File: src/rtl/bram_arb_pkg.sv
// rtl/bram_arb_pkg.sv - shared types for the tile BRAM arbiter
package bram_arb_pkg;

  typedef enum logic [1:0] {
    SRC_NONE,
    SRC_DISP,
    SRC_HOST,
    SRC_CLR
  } src_t;

  typedef enum logic [1:0] {
    CLR_IDLE,
    CLR_RUN,
    CLR_DONE
  } clr_state_t;

endpackage

File: src/rtl/bram_wr_fifo.sv
// rtl/bram_wr_fifo.sv - small synchronous FIFO with full/empty flags
module bram_wr_fifo #(
  parameter int WIDTH = 18,
  parameter int DEPTH = 4
) (
  input  logic             clk,
  input  logic             reset,
  input  logic             push,
  input  logic [WIDTH-1:0] din,
  input  logic             pop,
  output logic [WIDTH-1:0] dout,
  output logic             full,
  output logic             empty
);

  localparam int PW = (DEPTH > 1) ? $clog2(DEPTH) : 1;

  logic [WIDTH-1:0] mem [DEPTH];
  logic [PW-1:0]    wr_ptr;
  logic [PW-1:0]    rd_ptr;
  logic [PW:0]      count;
  logic             do_push;
  logic             do_pop;

  assign full    = (count == (PW+1)'(DEPTH));
  assign empty   = (count == '0);
  assign do_push = push && !full;
  assign do_pop  = pop && !empty;
  assign dout    = mem[rd_ptr];

  // Pointers wrap naturally because DEPTH is a power of two.
  always_ff @(posedge clk or posedge reset) begin
    if (reset) begin
      wr_ptr <= '0;
      rd_ptr <= '0;
      count  <= '0;
    end else begin
      if (do_push) wr_ptr <= wr_ptr + 1'b1;
      if (do_pop)  rd_ptr <= rd_ptr + 1'b1;
      case ({do_push, do_pop})
        2'b10:   count <= count + 1'b1;
        2'b01:   count <= count - 1'b1;
        default: ;
      endcase
    end
  end

  always_ff @(posedge clk) begin
    if (do_push) mem[wr_ptr] <= din;
  end

endmodule

File: src/rtl/tile_bram_arbiter.sv
// rtl/tile_bram_arbiter.sv - shares one BRAM port among display, host and clear engine
module tile_bram_arbiter
  import bram_arb_pkg::*;
#(
  parameter int DATA_BITS    = 8,
  parameter int ADDRESS_BITS = 10,
  parameter int QDEPTH       = 4
) (
  input  logic                    clk,
  input  logic                    reset,
  input  logic                    disp_req,
  input  logic [ADDRESS_BITS-1:0] disp_addr,
  output logic                    disp_rvalid,
  output logic [DATA_BITS-1:0]    disp_rdata,
  input  logic                    host_read,
  input  logic                    host_write,
  input  logic [ADDRESS_BITS-1:0] host_addr,
  input  logic [DATA_BITS-1:0]    host_wdata,
  output logic                    host_waitrequest,
  output logic                    host_readdatavalid,
  output logic [DATA_BITS-1:0]    host_readdata,
  input  logic                    clr_start,
  input  logic [ADDRESS_BITS-1:0] clr_base,
  input  logic [ADDRESS_BITS:0]   clr_count,
  input  logic [DATA_BITS-1:0]    clr_value,
  output logic                    clr_busy,
  output logic                    clr_done,
  output logic [ADDRESS_BITS-1:0] mem_addr,
  output logic [DATA_BITS-1:0]    mem_din,
  output logic                    mem_we,
  input  logic [DATA_BITS-1:0]    mem_dout
);

  localparam int QW = ADDRESS_BITS + DATA_BITS;

  logic                    q_full;
  logic                    q_empty;
  logic                    q_push;
  logic                    q_pop;
  logic [QW-1:0]           q_head;
  logic                    host_rd_ok;
  src_t                    grant;
  src_t                    tag1;
  src_t                    tag2;
  clr_state_t              clr_state;
  clr_state_t              clr_next;
  logic [ADDRESS_BITS-1:0] clr_addr;
  logic [ADDRESS_BITS:0]   clr_left;
  logic [DATA_BITS-1:0]    clr_fill;

  // A read is only taken with the queue empty so it sees every earlier host write.
  assign host_rd_ok       = host_read && q_empty && !disp_req;
  assign q_push           = host_write && !q_full;
  assign host_waitrequest = host_write ? q_full : (host_read && !host_rd_ok);

  bram_wr_fifo #(
    .WIDTH(QW),
    .DEPTH(QDEPTH)
  ) u_wr_fifo (
    .clk   (clk),
    .reset (reset),
    .push  (q_push),
    .din   ({host_addr, host_wdata}),
    .pop   (q_pop),
    .dout  (q_head),
    .full  (q_full),
    .empty (q_empty)
  );

  always_comb begin
    grant = SRC_NONE;
    q_pop = 1'b0;
    if (disp_req) begin
      grant = SRC_DISP;
    end else if (!q_empty) begin
      grant = SRC_HOST;
      q_pop = 1'b1;
    end else if (host_rd_ok) begin
      grant = SRC_HOST;
    end else if (clr_state == CLR_RUN) begin
      grant = SRC_CLR;
    end
  end

  always_ff @(posedge clk or posedge reset) begin
    if (reset) begin
      mem_we   <= 1'b0;
      mem_addr <= '0;
      mem_din  <= '0;
      tag1     <= SRC_NONE;
      tag2     <= SRC_NONE;
    end else begin
      mem_we <= 1'b0;
      tag1   <= SRC_NONE;
      tag2   <= tag1;
      case (grant)
        SRC_DISP: begin
          mem_addr <= disp_addr;
          tag1     <= SRC_DISP;
        end
        SRC_HOST: begin
          if (q_pop) begin
            mem_addr <= q_head[QW-1:DATA_BITS];
            mem_din  <= q_head[DATA_BITS-1:0];
            mem_we   <= 1'b1;
          end else begin
            mem_addr <= host_addr;
            tag1     <= SRC_HOST;
          end
        end
        SRC_CLR: begin
          mem_addr <= clr_addr;
          mem_din  <= clr_fill;
          mem_we   <= 1'b1;
        end
        default: ;
      endcase
    end
  end

  assign disp_rvalid        = (tag2 == SRC_DISP);
  assign host_readdatavalid = (tag2 == SRC_HOST);
  assign disp_rdata         = mem_dout;
  assign host_readdata      = mem_dout;

  always_ff @(posedge clk or posedge reset) begin
    if (reset) clr_state <= CLR_IDLE;
    else       clr_state <= clr_next;
  end

  always_comb begin
    clr_next = clr_state;
    clr_busy = (clr_state != CLR_IDLE);
    clr_done = (clr_state == CLR_DONE);
    case (clr_state)
      CLR_IDLE: begin
        if (clr_start) clr_next = (clr_count == '0) ? CLR_DONE : CLR_RUN;
      end
      CLR_RUN: begin
        if (grant == SRC_CLR && clr_left == {{ADDRESS_BITS{1'b0}}, 1'b1})
          clr_next = CLR_DONE;
      end
      CLR_DONE: clr_next = CLR_IDLE;
      default:  clr_next = CLR_IDLE;
    endcase
  end

  // Address counter wraps modulo the BRAM size by its own width.
  always_ff @(posedge clk or posedge reset) begin
    if (reset) begin
      clr_addr <= '0;
      clr_left <= '0;
      clr_fill <= '0;
    end else if (clr_state == CLR_IDLE && clr_start) begin
      clr_addr <= clr_base;
      clr_left <= clr_count;
      clr_fill <= clr_value;
    end else if (grant == SRC_CLR) begin
      clr_addr <= clr_addr + 1'b1;
      clr_left <= clr_left - 1'b1;
    end
  end

endmodule

File: config.mk
export PLATFORM = sky130hd
export DESIGN_NAME = tile_bram_arbiter
export DESIGN_NICKNAME = d
export VERILOG_FILES = /design/src/rtl/bram_arb_pkg.sv /design/src/rtl/bram_wr_fifo.sv /design/src/rtl/tile_bram_arbiter.sv
export SDC_FILE = /design/constraint.sdc
export NUM_CORES = 1
export LEC_CHECK = 0
export CAP_MARGIN = 10
export CORE_MARGIN = 10
export CORE_UTILIZATION = 52
export CTS_CLUSTER_DIAMETER = 120
export DETAILED_ROUTE_END_ITERATION = 10
export GPL_TIMING_DRIVEN = 0
export PLACE_DENSITY = 0.79
export SLEW_MARGIN = 20
export SYNTH_ARGS = -nofsm -noshare
export SYNTH_HDL_FRONTEND = slang
export SYNTH_SLANG_ARGS = --single-unit
File: constraint.sdc
create_clock -name clk -period 3.2 [get_ports clk]
set_clock_uncertainty 0.15 [all_clocks]
set_input_delay 0.96 -clock clk [delete_from_list [all_inputs] [get_ports clk]]
set_output_delay 0.96 -clock clk [all_outputs]
set_load 0.02 [all_outputs]
==> impl_metrics.py, run 1 <==
metrics = {
    "sta": {
        "finalCriticalPeriod_ps": 3117,
        "holdWs_ps": 201.4,
        "max_slew.worst_pin.slew_ps": 953.6,
        "fin_crit_sh_pct": 97.41,
        "finalMaxSlewViolations": 0,
        "hold_viol": 0,
        "fmax_ghz": 0.3208,
        "setup_tns_ps": 0,
        "rsz0062_at_grt": "false",
        "setup_viol": 0,
        "slew_headroom_pct": 36.42,
    },
    "setup_path": {
        "cp.required_ps": 2090,
        "cp-end-kind": "output pin",
        "setup.worst_path.start_class": "primary input",
        "timing.rr.end": "u_wr_fifo.count[2]",
        "path_class": "primary input to output pin",
        "cp.arrival_ps": 2010,
        "crit_fanout": 4,
        "r2r_start": "u_wr_fifo.count[0]",
        "rr_worst_depth": 10,
        "rrSetupSlack_ps": 460,
    },
    "route": {
        "drtIter0Drc": 337,
        "first_pass_iters": 5,
        "drtAntennaViolNets": 0,
        "routed_wl_um": 14830,
        "vias": 4296,
        "drc": 0,
        "wl_per_cell_um": 20.04,
        "vias_per_cell": 5.805,
    },
    "yosys": {
        "synth_compound_area_share_pct": 8.531,
        "ys_seq_area_share_pct": 61.34,
        "synthArstFlopShare_pct": 45.86,
        "yosys.area.top_type": "edfxtp_1",
        "ys_ff_latch": 133,
        "synth.distinct_cells": 52,
        "synth_xor_area_share_pct": 1.893,
        "ys_warn_count": 0,
        "synthFlopType": "edfxtp_1",
        "syn_area_um2": 6013,
        "synth.area.mux_share_pct": 7.615,
        "syn_nets": 544,
        "synth_edf_count": 72,
        "synth_top_family_by_area": "simple AND/OR/NAND/NOR gates",
        "synth.area.top_cells": "edfxtp_1, dfrtp_1, mux4_2",
        "synthSimpleGateAreaFrac_pct": 13.88,
        "synth_top_area_share_pct": 35.96,
        "syn_area_per_cell_um2": 12.96,
        "synth_cells": 464,
        "synthAdderAreaFrac_pct": 1.998,
    },
    "min_path": {
        "whs_path_depth": 0,
        "hold_class": "register to register",
        "hold-path-endpoint": "tag2[1]",
        "hp-start": "tag1[1]",
    },
    "global_route": {
        "grt_antenna_before_repair": 0,
        "grt_pass1_wl_um": 22980,
        "gr-total-overflow": 0,
        "use_met2_pct": 30.01,
        "met1_usage_pct": 21.39,
        "use_met3_pct": 4.384,
        "grt_usage_pct": 17.87,
        "grt-busiest-layer": "met2",
        "grt_start_max_net_pins": 38,
        "grt_pass1_vias": 4392,
    },
    "clock_tree": {
        "cts.sink_count": 133,
        "worstSkewPairLatency_ps": 410,
        "htree_levels": 4,
        "ctsHoldBuffers": 0,
        "cts_tree": "yes",
        "cts_root_buf": "clkbuf_16",
        "cts.path.max_buffers": 2,
        "cts.clk_slew.worst_paths_ps": 60,
        "cts_made_buffers": 17,
    },
    "cells_and_area": {
        "final_nets": 664,
        "layout.area.seq_um2": 3689,
        "final_core_util_pct": 68.19,
        "layout_common_cells": "clkdlybuf4s50_1, edfxtp_1, nand2_1",
        "area_delta_synth_final_pct": 28.92,
        "mostFrequentLayoutCell": "clkdlybuf4s50_1",
        "n_fill_cell": 792,
        "n_antenna_cell": 0,
        "multi_input_area_um2": 2051,
        "drive_gt1_share_pct": 17.25,
    },
    "flow_run": {
        "maxCapViolCount": 0,
    },
    "power_and_ir_drop": {
        "p_sw_mw": 2.081,
        "intPower_mw": 4.221,
        "seqPwrFrac_pct": 42.5,
        "power_leakage_nw": 2.950,
        "powerDensity_nw_per_um2": 813.0,
        "ir_worst_vdd_mv": 0.4014,
        "swShare_pct": 33.02,
        "clockPowerShare_pct": 27.4,
        "pwr-share-comb_pct": 30.2,
    },
    "die": {
        "die_w_um": 127.5,
        "fp.dieH_um": 127.5,
        "start_util_pct": 52.89,
        "die_area_um2": 16270,
        "rows": 39,
        "design.core.area_um2": 11370,
        "ios": 111,
    },
    "placement": {
        "place.gp.congestion": 0.8540,
        "io_buffer_count": 101,
        "hpwl_um": 10520,
    },
    "status": {
        "outcome": "finished, final reports clean",
    },
}
metal layers:
metal | part of all wire (%) | vias up
li1 | - | 1945
met3 | 7.9 | 24
met2 | 51 | 190
met1 | 40 | 2137
met4 | 1.8 | 0
met5 | 0 | -
worst max-delay path, cell delays in order:
cell and delay [ps]:
clkdlybuf4s50_1 550, nor2_1 80, o221a_2 250, clkbuf_2 160
sequential cells by signal, summed over array words and instances, names as in the netlist:
register / cells
clr_addr: 10
mem_addr: 10
clr_state: 2
mem_din: 8
tag1: 2
tag2: 2
mem_we: 1
clr_fill: 8
u_wr_fifo.rd_ptr: 2
u_wr_fifo.count: 3
u_wr_fifo.mem: 72
clr_left: 11
u_wr_fifo.wr_ptr: 2
what timing repair did:
item                                    4_1_cts  5_1_grt
endpoints found under the setup margin        3       20
pin swaps                                     0        0
buffers inserted                              0        0
resized for setup                             2        6
final cells by class:
cell class                      count  share of cell area, %
Sequential cell                   133                  47.58
Buffer                             39                  2.954
Timing Repair Buffer              102                  13.17
Clock inverter                     12                  1.065
Clock buffer                       20                  5.762
Multi-Input combinational cell    277                  26.45
Inverter                           14                 0.7101
Tap cell                          143                  2.308
Yosys cell counts (5+ instances only):
master,count
a21o_1,9
a21oi_1,5
a22oi_1,19
a31oi_1,10
and2_1,5
buf_4,17
clkbuf_1,14
dfrtp_1,61
edfxtp_1,72
ha_1,8
inv_1,14
mux4_2,18
nand2_1,65
nand3_1,16
nand4_1,5
nor2_1,15
nor2_2,8
nor2b_1,5
nor3_1,9
o21ai_0,8
o21ai_1,5
xnor2_1,10
stage by stage:
stage,setup WS [ps],total power [mW],instance area [um^2],instances
global route,5.442,6.587,7752,740
finish,82.99,6.303,7752,740
detailed placement,-793.1,4.584,7226,709
floorplan,185.9,3.827,6013,464
global placement,-738.0,4.505,7203,708
CTS,-72.02,6.326,7749,740
power groups by stage:
stage | sequential (mW) | combinational (mW) | clock [mW]
after floorplan | 2.72 | 1.11 | 0
after global placement | 2.66 | 1.84 | 0
after detailed placement | 2.68 | 1.90 | 0
after CTS | 2.66 | 1.92 | 1.74
after global routing | 2.71 | 2.06 | 1.81
final | 2.68 | 1.90 | 1.72
worst max path at each step:
stage	startpoint	to	slack, ps	cells after the start
floorplan	disp_req	u_wr_fifo.count[2]	190	10
global placement	disp_req	u_wr_fifo.count[2]	-740	11
detailed placement	disp_req	u_wr_fifo.count[2]	-790	11
CTS	disp_req	host_waitrequest	-70	5
global route	host_write	u_wr_fifo.mem[3][16]	5	4
finish	host_write	host_waitrequest	80	4
logic make-up after synthesis:
group                      Yosys count
and+or+nand+nor                    159
AOI/OAI and AO/OA                   73
muxes                               23
xor gates and xnor gates            13
adders and majority gates            9
DFF                                133
buffers and inverters               54
Power figures use the tool's default switching activity.
==> inputs of run 2 (changes only) <==
Settings changed: PLACE_DENSITY 0.79 to 0.9.
==> run 2 against run 1 <==
Effect of this change:
- clock-buffer cell count increased by 2
- global-route usage increased by 1.0 points
- hold slack improved by 3.5 ps
- sequential power about the same
- via count decreased by 0.77%
- final cell count unchanged
- wire length increased by 1.2%
- combinational power about the same
- critical path depth unchanged
- power increased by 4.4%
- final area increased by 1.3%
- critical endpoint unchanged
==> impl_metrics.py, run 2 (same netlist as run 1, synthesis figures left out) <==
metrics = {
    "status": {
        "outcome": "finished, final reports clean",
    },
    "placement": {
        "placed_cells_incl_taps": 709,
        "hpwl_um": 10710,
        "io_buffer_count": 101,
        "placed_area_um2": 7233,
        "place.gp.congestion": 0.8863,
        "dp_slack_ps": -811.0,
    },
    "setup_path": {
        "rrSetupSlack_ps": 480,
        "setup.worst_path.start_class": "primary input",
        "cp-end-kind": "output pin",
        "crit_fanout": 4,
        "cp.arrival_ps": 1990,
        "cp_cell_sequence": "clkdlybuf4s50_1 > nor2_1 > o221a_2 > clkbuf_2",
        "max_stage_delay_ps": 530,
        "worst_path_max_delay_cell": "clkdlybuf4s50_1",
        "r2r_start": "u_wr_fifo.count[2]",
        "rr_worst_depth": 10,
        "cp.required_ps": 2090,
        "path_class": "primary input to output pin",
        "timing.rr.end": "u_wr_fifo.count[2]",
    },
    "global_route": {
        "grt_usage_pct": 18.90,
        "grt_pass1_wl_um": 24120,
        "gr-total-overflow": 0,
        "grt_pass1_vias": 4444,
        "grt_antenna_before_repair": 0,
        "grt_start_max_net_pins": 46,
    },
    "cells_and_area": {
        "mostFrequentLayoutCell": "clkdlybuf4s50_1",
        "n_fill_cell": 780,
        "layout_common_cells": "clkdlybuf4s50_1, edfxtp_1, nand2_1",
        "largest_reg_flops": 72,
        "final_core_util_pct": 69.04,
        "top_regs": "u_wr_fifo.mem: 72 flops, clr_left: 11 flops",
        "drive_gt1_share_pct": 17.09,
        "area_delta_synth_final_pct": 30.55,
        "layout.area.seq_um2": 3689,
        "top_register": "u_wr_fifo.mem",
        "postLayoutCellArea_um2": 7850,
        "multi_input_area_um2": 2049,
        "fin_cells": 740,
        "final_nets": 664,
        "n_antenna_cell": 0,
    },
    "sta": {
        "finalCriticalPeriod_ps": 3104,
        "hold_viol": 0,
        "holdWs_ps": 204.9,
        "finalMaxSlewViolations": 0,
        "slew_headroom_pct": 37.26,
        "fmax_ghz": 0.3221,
        "setup_viol": 0,
        "rsz0062_at_grt": "false",
        "fin_crit_sh_pct": 97.01,
        "setup_tns_ps": 0,
        "max_slew.worst_pin.slew_ps": 941.1,
        "layout_setup_ws_ps": 95.81,
    },
    "clock_tree": {
        "htree_levels": 4,
        "worstSkewPairLatency_ps": 410,
        "cts.sink_count": 133,
        "cts_made_buffers": 17,
        "cts.clk_slew.worst_paths_ps": 60,
        "cts_root_buf": "clkbuf_16",
        "cts.path.max_buffers": 2,
        "cts_tree": "yes",
        "post-cts-setup-buffers": 0,
    },
    "die": {
        "start_util_pct": 52.89,
        "ios": 111,
        "design.core.area_um2": 11370,
        "rows": 39,
        "fp.dieH_um": 127.5,
        "die_w_um": 127.5,
        "die_area_um2": 16270,
    },
    "power_and_ir_drop": {
        "total_power_mw": 6.582,
        "power_leakage_nw": 2.997,
        "ir_worst_vdd_mv": 0.4321,
        "powerDensity_nw_per_um2": 838.5,
    },
    "min_path": {
        "hold_class": "register to register",
        "whs_path_depth": 0,
        "hp-start": "tag1[1]",
        "hold-path-endpoint": "tag2[1]",
    },
    "route": {
        "vias_per_cell": 5.761,
        "drtIter0Drc": 337,
        "drtAntennaViolNets": 0,
        "vias": 4263,
        "wl_per_cell_um": 20.27,
        "routed_wl_um": 15000,
        "first_pass_iters": 4,
        "drc": 0,
    },
    "flow_run": {
        "maxCapViolCount": 0,
    },
}
## run 2: changes by cell type in the layout (fill, tap and decap cells not counted), sizes merged
cell,before,now
inv,16,15
clkinvlp,3,1
clkbuf,36,38
clkinv,7,5
bufinv,0,3
## run 2: metal layers
layer | track usage, % | up-vias | share of wire [%] | wire length, um
li1 | - | 1942 | - | -
met1 | 22.80 | 2102 | 40 | 5979
met2 | 30.73 | 185 | 50 | 7549
met3 | 5.294 | 34 | 7.5 | 1125
met4 | 8.908 | 0 | 2.3 | 343
met5 | 0 | - | 0 | 0
## run 2: worst max-delay path by stage
stage / from / slack (ps) / end / cells after the start
finish: host_write / 100 / host_waitrequest / 4
global route: host_write / 40 / u_wr_fifo.mem[3][4] / 4
CTS: disp_req / -120 / host_waitrequest / 5
detailed placement: disp_req / -810 / u_wr_fifo.count[2] / 11
global placement: disp_req / -700 / u_wr_fifo.count[2] / 11
floorplan: disp_req / 190 / u_wr_fifo.count[2] / 10
## run 2: worst max-delay path, delay by kind of cell
kind,cells,cell delay [ps]
AO/OA/AOI/OAI,1,270
buffers and inverters,2,690
AND/OR/NAND/NOR,1,80
## run 2: report_power, final
part           switching, mW  leakage [nW]  internal, mW
sequential             0.370          1.40          2.32
combinational           1.01          1.30         0.897
clock                  0.696         0.301          1.29
## run 2: layout make-up
class,instances,share of cell area [%]
Clock inverter,10,1.865
Buffer,39,2.917
Inverter,14,0.7013
Timing Repair Buffer,102,13.10
Sequential cell,133,46.99
Multi-Input combinational cell,277,26.11
Clock buffer,22,6.041
Tap cell,143,2.279
## run 2: timing repair
action | in CTS | in global routing
gates resized for setup | 3 | 4
cloned | 0 | 0
hold buffers | 0 | 0
endpoints found under the setup margin | 3 | 1
==> inputs of run 3 (changes only) <==
Settings changed: GPL_ROUTABILITY_DRIVEN set to 0, GPL_TIMING_DRIVEN 0 to 1, SKIP_CTS_REPAIR_TIMING set to 1.
==> run 3 against run 2 <==
Effect of this change:
- power fell by 2.5%
- setup slack improved by 31 ps
- fmax rose by 1.0%
- critical endpoint unchanged
- largest cell class unchanged
==> impl_metrics.py, run 3 (same netlist as run 1, synthesis figures left out) <==
metrics = {
    "setup_path": {
        "crit_fanout": 2,
        "cp.arrival_ps": 1960,
        "cp-end-kind": "output pin",
        "cp.required_ps": 2090,
        "max_stage_delay_ps": 440,
        "crit_family": "buffers and inverters",
        "cp.buffers_inverters": 2,
        "path_class": "primary input to output pin",
        "setup.worst_path.start_class": "primary input",
        "worst_path_max_delay_cell": "clkdlybuf4s50_1",
        "cp_cell_sequence": "clkdlybuf4s50_1 > nor3_2 > nor2_1 > o221a_2 > clkbuf_2",
    },
    "cells_and_area": {
        "n_fill_cell": 764,
        "mostFrequentLayoutCell": "clkdlybuf4s50_1",
        "drive_gt1_share_pct": 18.60,
        "multi_input_area_um2": 2049,
        "top_regs": "u_wr_fifo.mem: 72 flops, clr_left: 11 flops",
        "n_antenna_cell": 0,
        "final_core_util_pct": 67.15,
        "largest_reg_flops": 72,
        "top_register": "u_wr_fifo.mem",
        "layout.area.seq_um2": 3689,
        "area_delta_synth_final_pct": 26.97,
        "final_nets": 637,
        "postLayoutCellArea_um2": 7635,
        "layout_common_cells": "clkdlybuf4s50_1, edfxtp_1, nand2_1",
    },
    "power_and_ir_drop": {
        "powerDensity_nw_per_um2": 840.3,
        "seqPwrFrac_pct": 42.7,
        "pwr-share-comb_pct": 29.6,
        "p_sw_mw": 2.108,
        "clockPowerShare_pct": 27.7,
        "ir_worst_vdd_mv": 0.4004,
        "total_power_mw": 6.416,
        "power_leakage_nw": 2.913,
        "intPower_mw": 4.307,
        "swShare_pct": 32.86,
    },
    "min_path": {
        "hold_class": "register to register",
    },
    "placement": {
        "io_buffer_count": 86,
        "placed_area_um2": 7086,
        "dp_slack_ps": -310.3,
        "hpwl_um": 10630,
    },
    "sta": {
        "fin_crit_sh_pct": 96.04,
        "setup_viol": 0,
        "max_slew.worst_pin.slew_ps": 905.5,
        "hold_viol": 0,
        "rsz0062_at_grt": "false",
        "finalMaxSlewViolations": 0,
        "fmax_ghz": 0.3254,
        "holdWs_ps": 201.5,
        "slew_headroom_pct": 39.63,
        "layout_setup_ws_ps": 126.8,
        "finalCriticalPeriod_ps": 3073,
    },
    "die": {
        "ios": 111,
        "design.core.area_um2": 11370,
        "rows": 39,
        "start_util_pct": 52.89,
        "fp.dieH_um": 127.5,
        "die_w_um": 127.5,
        "die_area_um2": 16270,
    },
    "route": {
        "wl_per_cell_um": 20.96,
        "drc": 0,
        "vias_per_cell": 5.985,
        "first_pass_iters": 5,
        "drtIter0Drc": 530,
        "drtAntennaViolNets": 0,
        "routed_wl_um": 14940,
        "vias": 4267,
    },
    "clock_tree": {
        "cts.clk_slew.worst_paths_ps": 50,
        "worstSkewPairLatency_ps": 420,
        "cts.path.max_buffers": 2,
        "cts_made_buffers": 17,
        "cts_root_buf": "clkbuf_16",
        "cts.sink_count": 133,
        "htree_levels": 4,
        "cts_tree": "yes",
    },
    "status": {
        "outcome": "finished, final reports clean",
    },
    "global_route": {
        "grt_usage_pct": 18.79,
        "grt_antenna_before_repair": 0,
        "grt_pass1_wl_um": 23960,
        "gr-total-overflow": 0,
        "grt_pass1_vias": 4425,
        "grt_start_max_net_pins": 40,
    },
    "flow_run": {
        "maxCapViolCount": 0,
    },
}
[run 3: power groups by stage]
stage	Combinational, mW	Clock [mW]	Sequential, mW
6_report	1.90	1.78	2.74
5_1_grt	2.06	1.87	2.78
4_1_cts	1.93	1.79	2.72
3_5_place_dp	1.90	0	2.74
3_3_place_gp	1.81	0	2.70
2_1_floorplan	1.11	0	2.72
[run 3: layout make-up]
class / count / share of cell area (%)
clock buffers: 21 / 6.178
inverters: 14 / 0.6883
flip-flops and latches: 133 / 48.31
clock inverters: 11 / 1.016
multi-input cells: 277 / 26.84
repair buffers: 114 / 14.62
well taps: 143 / 2.343
[run 3: metal layers]
| metal | up-vias | routed length [um] | GRT usage [%] |
|---|---|---|---|
| li1 | 1882 | - | - |
| met1 | 2098 | 5610 | 22.14 |
| met2 | 248 | 7621 | 31.31 |
| met3 | 39 | 1305 | 5.170 |
| met4 | 0 | 405 | 8.707 |
| met5 | - | 0 | 0 |
[run 3: metrics by stage]
stage,std cells,TNS [ps]
2_1_floorplan,464,0
3_3_place_gp,681,-404.9
3_5_place_dp,681,-987.2
4_1_cts,713,-403.3
5_1_grt,713,0
6_report,713,0
[run 3: path summary, 6_finish.rpt]
path | depth (start not counted) | slack [ps] | startpoint | endpoint
min in group asynchronous | 2 | 760 | reset | mem_din[6]
max in group asynchronous | 3 | 1550 | reset | mem_addr[4]
hold reg to reg | 0 | 200 | tag1[0] | tag2[0]
hold / removal | 0 | 200 | tag1[0] | tag2[0]
setup / recovery | 5 | 130 | disp_req | host_waitrequest
setup reg to reg | 5 | 910 | u_wr_fifo.count[2] | clr_addr[2]
